**src/rtl/prio_enc_pkg.sv**
```systemverilog
// Shared types and helpers for the latched priority encoder and its combinational core.
package prio_enc_pkg;

  typedef enum logic {
    ST_IDLE  = 1'b0,
    ST_GRANT = 1'b1
  } state_e;

  // Index 0 is reserved for "no line", so lines 1..n need room for n+1 codes.
  function automatic int code_width(input int n);
    return $clog2(n + 1);
  endfunction

  localparam int CODE_NONE = 0;

endpackage

```
**src/rtl/prio_enc_n.sv**
```systemverilog
// Generalised 74147 priority encoder: index of the highest set line (1..N_IN), 0 if none.
module prio_enc_n
  import prio_enc_pkg::*;
#(
  parameter int N_IN = 9,
  localparam int CODE_W = code_width(N_IN)
) (
  input  logic [N_IN:1]     eligible_i,
  output logic [CODE_W-1:0] idx_o,
  output logic              any_o
);

  // Ascending scan: the last hit is the highest-numbered line.
  always_comb begin
    idx_o = CODE_W'(CODE_NONE);
    for (int i = 1; i <= N_IN; i++) begin
      if (eligible_i[i]) begin
        idx_o = CODE_W'(i);
      end
    end
  end

  assign any_o = |eligible_i;

endmodule

```
**src/rtl/prio_encoder_latched.sv**
```systemverilog
// Registered priority encoder: sticky pending capture, mask, and a valid/ack grant handshake.
module prio_encoder_latched
  import prio_enc_pkg::*;
#(
  parameter int N_IN       = 9,
  parameter bit ACTIVE_LOW = 1'b1,
  parameter bit EDGE_MODE  = 1'b0,
  localparam int CODE_W    = code_width(N_IN)
) (
  input  logic              clk,
  input  logic              rst,
  input  logic [N_IN:1]     req,
  input  logic              mask_we,
  input  logic [N_IN:1]     mask_in,
  input  logic              ack,
  output logic [CODE_W-1:0] code,
  output logic [CODE_W-1:0] code_n,
  output logic              valid,
  output logic [N_IN:1]     pending
);

  logic [N_IN:1]     req_r_q, req_rr_q;
  logic [N_IN:1]     pend_q, pend_d;
  logic [N_IN:1]     mask_q, mask_d;
  logic [N_IN:1]     capture, eligible;
  logic [CODE_W-1:0] code_q, code_d;
  logic [CODE_W-1:0] win_idx;
  logic              win_any;
  logic              valid_q, valid_d;
  logic              ack_take;
  state_e            state_q, state_d;

  assign capture  = EDGE_MODE ? (req_r_q & ~req_rr_q) : req_r_q;
  assign ack_take = (state_q == ST_GRANT) && ack;
  assign eligible = pend_q & ~mask_q;
  assign mask_d   = mask_we ? mask_in : mask_q;

  // Capture is OR-ed after the ack clear so a simultaneous new request is never lost.
  generate
    for (genvar gi = 1; gi <= N_IN; gi++) begin : g_pend
      assign pend_d[gi] = capture[gi] |
                          (pend_q[gi] & ~(ack_take && (code_q == CODE_W'(gi))));
    end
  endgenerate

  prio_enc_n #(.N_IN(N_IN)) u_enc (
    .eligible_i (eligible),
    .idx_o      (win_idx),
    .any_o      (win_any)
  );

  always_ff @(posedge clk) begin
    if (rst) begin
      req_r_q  <= '0;
      req_rr_q <= '0;
      pend_q   <= '0;
      mask_q   <= '0;
      state_q  <= ST_IDLE;
      code_q   <= CODE_W'(CODE_NONE);
      valid_q  <= 1'b0;
    end else begin
      req_r_q  <= ACTIVE_LOW ? ~req : req;
      req_rr_q <= req_r_q;
      pend_q   <= pend_d;
      mask_q   <= mask_d;
      state_q  <= state_d;
      code_q   <= code_d;
      valid_q  <= valid_d;
    end
  end

  always_comb begin
    state_d = state_q;
    case (state_q)
      ST_IDLE:  if (win_any) state_d = ST_GRANT;
      ST_GRANT: if (ack)     state_d = ST_IDLE;
      default:               state_d = ST_IDLE;
    endcase
  end

  // Once granted, code/valid ignore requests and mask changes until the ack.
  always_comb begin
    code_d  = CODE_W'(CODE_NONE);
    valid_d = 1'b0;
    case (state_q)
      ST_IDLE: begin
        if (win_any) begin
          code_d  = win_idx;
          valid_d = 1'b1;
        end
      end
      ST_GRANT: begin
        if (!ack) begin
          code_d  = code_q;
          valid_d = 1'b1;
        end
      end
      default: ;
    endcase
  end

  assign code    = code_q;
  assign code_n  = ~code_q;
  assign valid   = valid_q;
  assign pending = pend_q;

endmodule

```
**config.mk**
```make
export PLATFORM = sky130hd
export DESIGN_NAME = prio_encoder_latched
export DESIGN_NICKNAME = d
export VERILOG_FILES = /design/src/rtl/prio_enc_pkg.sv /design/src/rtl/prio_enc_n.sv /design/src/rtl/prio_encoder_latched.sv
export SDC_FILE = /design/constraint.sdc
export NUM_CORES = 1
export LEC_CHECK = 0
export CORE_UTILIZATION = 28
export CTS_CLUSTER_DIAMETER = 150
export DETAILED_ROUTE_END_ITERATION = 7
export PLACE_DENSITY = 0.57
export SETUP_SLACK_MARGIN = 0.1
export SYNTH_ARGS = -nofsm -noshare
export SYNTH_HDL_FRONTEND = slang
export SYNTH_HIERARCHICAL = 1
export SYNTH_SLANG_ARGS = --single-unit
```
**constraint.sdc**
```tcl
create_clock -name clk -period 3.84 [get_ports clk]
set_input_delay 0.768 -clock clk [delete_from_list [all_inputs] [get_ports clk]]
set_output_delay 0.768 -clock clk [all_outputs]
set_load 0.02 [all_outputs]
```
* Yosys cells after proc, flatten, opt, wreduce, memory -nomap -nowiden *
Cells that the tools add are included.

word-level totals
  input port bits = 22
  bits in registers = 32
  output and inout port bits = 18
  logic and storage cells = 73

cells by class
  reduce and logical (&&, ||, !) cells = 11
  bitwise logic cells = 32
  muxes and demuxes = 15
  equal/unequal tests = 10

operators with widths
  cell                  count
  $not A9 Y9            2
  $eq A4 B3 Y1 const B  4
  $mux W4               4
  $mux W3               4
  $logic_and A1 B1 Y1   10
  $not A1 Y1            10
  $and A1 B1 Y1         9
  $and A9 B9 Y9         1
  $or A1 B1 Y1          9
  $reduce_or A9 Y1      1
  $eq A4 B2 Y1 const B  2
  $eq A4 B4 Y1 const B  2
  $pmux W4 S2           1
  $eq A4 B1 Y1 const B  1
  $mux W2               2
  $not A4 Y4            1
  $mux W1               3
  $ne A2 B2 Y1 const B  1
  $pmux W1 S2           1

* Longest topological paths before layout *
  depth after elaboration = 13
  depth in mapped cells = 6
  depth with buffers taken out = 6

* Modules after synthesis *
The synthesis kept the hierarchy.

modules (own cells, without submodules)
  module                times used  cells each  seq. area each (um^2)  area each (um^2)
  prio_encoder_latched  1           123         640.6                  1216.2
  prio_enc_n            1           15          0.0                    78.8

* Worst setup path before layout *
No wires, ideal clock.

  path kind = reg2out
  from = register code_q[1] (netlist: code[1])
  to = output code_n[1]
  cell stages (with the launch flop) = 3
  arrival time = 0.752 ns
  path buffers = 1
  setup slack = 2.320 ns
  data required time = 3.072 ns
  path through = dfxtp_1 buf_2 inv_1

between the ends
  longest elaborated chain between the ends = 1

RTL lines
  item                    RTL line                     RTL
  start, declared         prio_encoder_latched.sv:26   logic [CODE_W-1:0] code_q, code_d;
  start signal, assigned  prio_encoder_latched.sv:59   code_q <= CODE_W'(CODE_NONE);
  start signal, assigned  prio_encoder_latched.sv:67   code_q <= code_d;
  $not A4 Y4              prio_encoder_latched.sv:103  assign code_n = ~code_q;
  end, declared           prio_encoder_latched.sv:17   output logic [CODE_W-1:0] code_n,

No other way between the ends.

* Worst setup path in the final report *
  from = register code_q[1] (netlist: code[1])
  to = output code[1]

RTL lines
  item           RTL line                    RTL
  end, declared  prio_encoder_latched.sv:16  output logic [CODE_W-1:0] code,

No word-level cell between the ends.

==> flow_metrics.py <==
metrics = {
    "run_status": {
        "status": "completed",
    },
    "global_routing": {
        "grt_pass1_wl_mm": 4.69,
        "grtUsageTotal_pct": 12.5,
        "grt.busiest_layer": "met2",
        "grt_pass1_vias": 1037,
        "met2_usage_pct": 20.5,
        "grt-ovfl-total": 0,
        "grt_util_met1_pct": 13.4,
        "grt_max_degree": 33,
        "antenna_found_initial": 0,
        "use_met3_pct": 5.34,
    },
    "floorplan": {
        "core_region_area_um2": 4410,
        "start_util_pct": 29.3,
        "fp.dieW_um": 70.0,
        "fp.dieArea_um2": 4900,
        "die_h_um": 70.0,
        "rows": 24,
        "num_io_pins": 40,
    },
    "synth": {
        "muxShareOfSynthArea_pct": 6.96,
        "synthesis.area_um2": 1290,
        "ys_ff_latch": 32,
        "ys_warn_count": 6,
        "synth_xor_area_share_pct": 0,
        "synth_fp_nets": 160,
        "ys_seq_area_share_pct": 49.5,
        "ys_types": 23,
        "avgSynthCellArea_um2": 9.38,
        "synth_compound_area_share_pct": 10.5,
        "ys_async_sr_fraction_pct": 0,
        "synth_fa_ha_area_share_pct": 0,
        "synth-simple-area-share_pct": 28.3,
        "synth_ff_type": "dfxtp_1",
        "synthCells": 138,
        "synth_edf_count": 0,
        "synth_top_family_by_area": "simple AND/OR/NAND/NOR gates",
    },
    "sta": {
        "min_period_ns": 2.29,
        "hold_violations": 0,
        "maxSlewViolCount": 0,
        "slew_headroom_pct": 21.6,
        "tightest_slew_ns": 1.17,
        "fin_crit_sh_pct": 59.7,
        "rsz0062_at_grt": "false",
        "setup_viol": 0,
        "fin_skew_ns": 0.00613,
        "finalSetupTns_ns": 0,
        "clock.fmax_mhz": 436,
    },
    "cts": {
        "post_cts_buffers": 0,
        "clk_path_buf_depth": 2,
        "clkTransAtPathRegs_ns": 0.06,
        "cts_resized": 0,
        "clk_latency_ns": 0.28,
        "cts_tree": "yes",
        "cts-root-buf": "clkbuf_8",
        "h-tree-depth": 2,
        "ctsHoldBuffers": 0,
        "cts_num_sinks": 32,
        "cts_buffers": 5,
    },
    "pwr": {
        "leakage_nw": 0.690,
        "design_power_total_mw": 0.784,
        "powerDensity_nw_per_um2": 435,
        "ir_drop_uv": 123,
    },
    "placed_design": {
        "port_buffers": 39,
        "dp_hpwl_mm": 2.16,
        "place_congestion": 0.728,
    },
    "drt": {
        "drt_drc_violations_left": 0,
        "num_vias": 1064,
        "first_pass_iters": 4,
        "drt.antenna.violating_nets": 0,
        "viasPerCell": 4.63,
        "routedWlPerCell_um": 12.5,
        "first_iter_violations": 23,
        "postRouteWirelength_mm": 2.87,
    },
    "worst_setup_path": {
        "slowest_delay_ns": 0.68,
        "crit_path_top_delay_cell": "clkdlybuf4s50_1",
        "cp.required_ns": 3.07,
        "crit_chain": "clkdlybuf4s50_1",
        "cp.arrival_ns": 1.52,
        "end_kind": "output port",
        "cp_max_fo": 12,
        "cp_top_family": "buffers and inverters",
        "critPathBufInv": 1,
        "start_kind": "flop",
        "criticalPathCategory": "flop to output port",
    },
    "layout": {
        "layout_common_cells": "39 x clkdlybuf4s50_1, 32 x nor2_1, 32 x dfxtp_1",
        "synthToLayoutAreaGrowth_pct": 39.1,
        "nFillCells": 452,
        "layout.nets": 199,
        "insertedDiodeCount": 0,
        "final_common_cell": "clkdlybuf4s50_1",
        "drive_gt1_share_pct": 5.62,
    },
    "min_path": {
        "hp-class": "flop to flop",
    },
    "run": {
        "cap_violations": 0,
    },
}
## kinds of logic (layout without fill, tap and decap cells)
family,Yosys count,after routing
simple gates,65,65
compound gates,19,19
mux,9,9
flops,32,32
buf+inv,13,53
## synthesized netlist by cell type (2+ instances only)
cell type,n,area share [%]
a211oi_2,2,1.9
nor3b_1,5,2.9
a211oi_1,8,4.6
buf_4,2,1.2
nand3b_1,9,5.2
inv_1,6,1.7
nor2b_1,9,4.3
dfxtp_1,32,49
and3b_1,2,1.4
nor3_1,3,1.2
nor2_1,32,9.3
buf_2,4,1.5
mux2i_1,9,7.0
a21oi_1,6,2.3
## sequential cells by signal, summed over array words and instances (netlist names)
signal   flops
capture      9
code         4
mask_q       9
pending      9
state_q      1
## stage by stage
stage          setup WS (ns)  area [um^2]  instances  hold WS (ns)  utilization, %
2_1_floorplan           2.32         1290        138         0.458               -
3_3_place_gp            1.54         1710        222         0.470            38.8
3_5_place_dp            1.47         1710        222         0.482            38.8
4_1_cts                 1.53         1800        230         0.482            40.8
5_1_grt                 1.48         1800        230         0.494            40.8
6_report                1.55         1800        230         0.480            40.8
## metal layers
layer	wire, um	part of all wire, %
met1	1230	43
met2	1400	49
met3	197	6.9
met4	41	1.4
met5	0	0
## where the power goes
group	total (mW)	internal [mW]	switching, mW
Clock	0.260	0.146	0.114
Sequential	0.379	0.355	0.0242
Combinational	0.144	0.0791	0.0653
## worst paths after layout
kind / start / to / slack (ns) / cells past startpoint
worst max-delay path: code[1] / code[1] / 1.55 / 1
worst min-delay path: capture[9] / pending[9] / 0.48 / 2
worst max register to register: pending[5] / code[3] / 2.36 / 5
worst min register to register: capture[9] / pending[9] / 0.48 / 2
## final cells by class
cell class                 instances  area [um^2]  area share, %
sequential                        32          641           35.6
multi-input combinational         93          593           32.9
timing repair buffer              39          390           21.7
clock buffer                       8         90.1           5.00
tap                               52         65.1           3.61
inverter                           6         22.5           1.25
No activity file was read; power rests on OpenSTA's default activity.
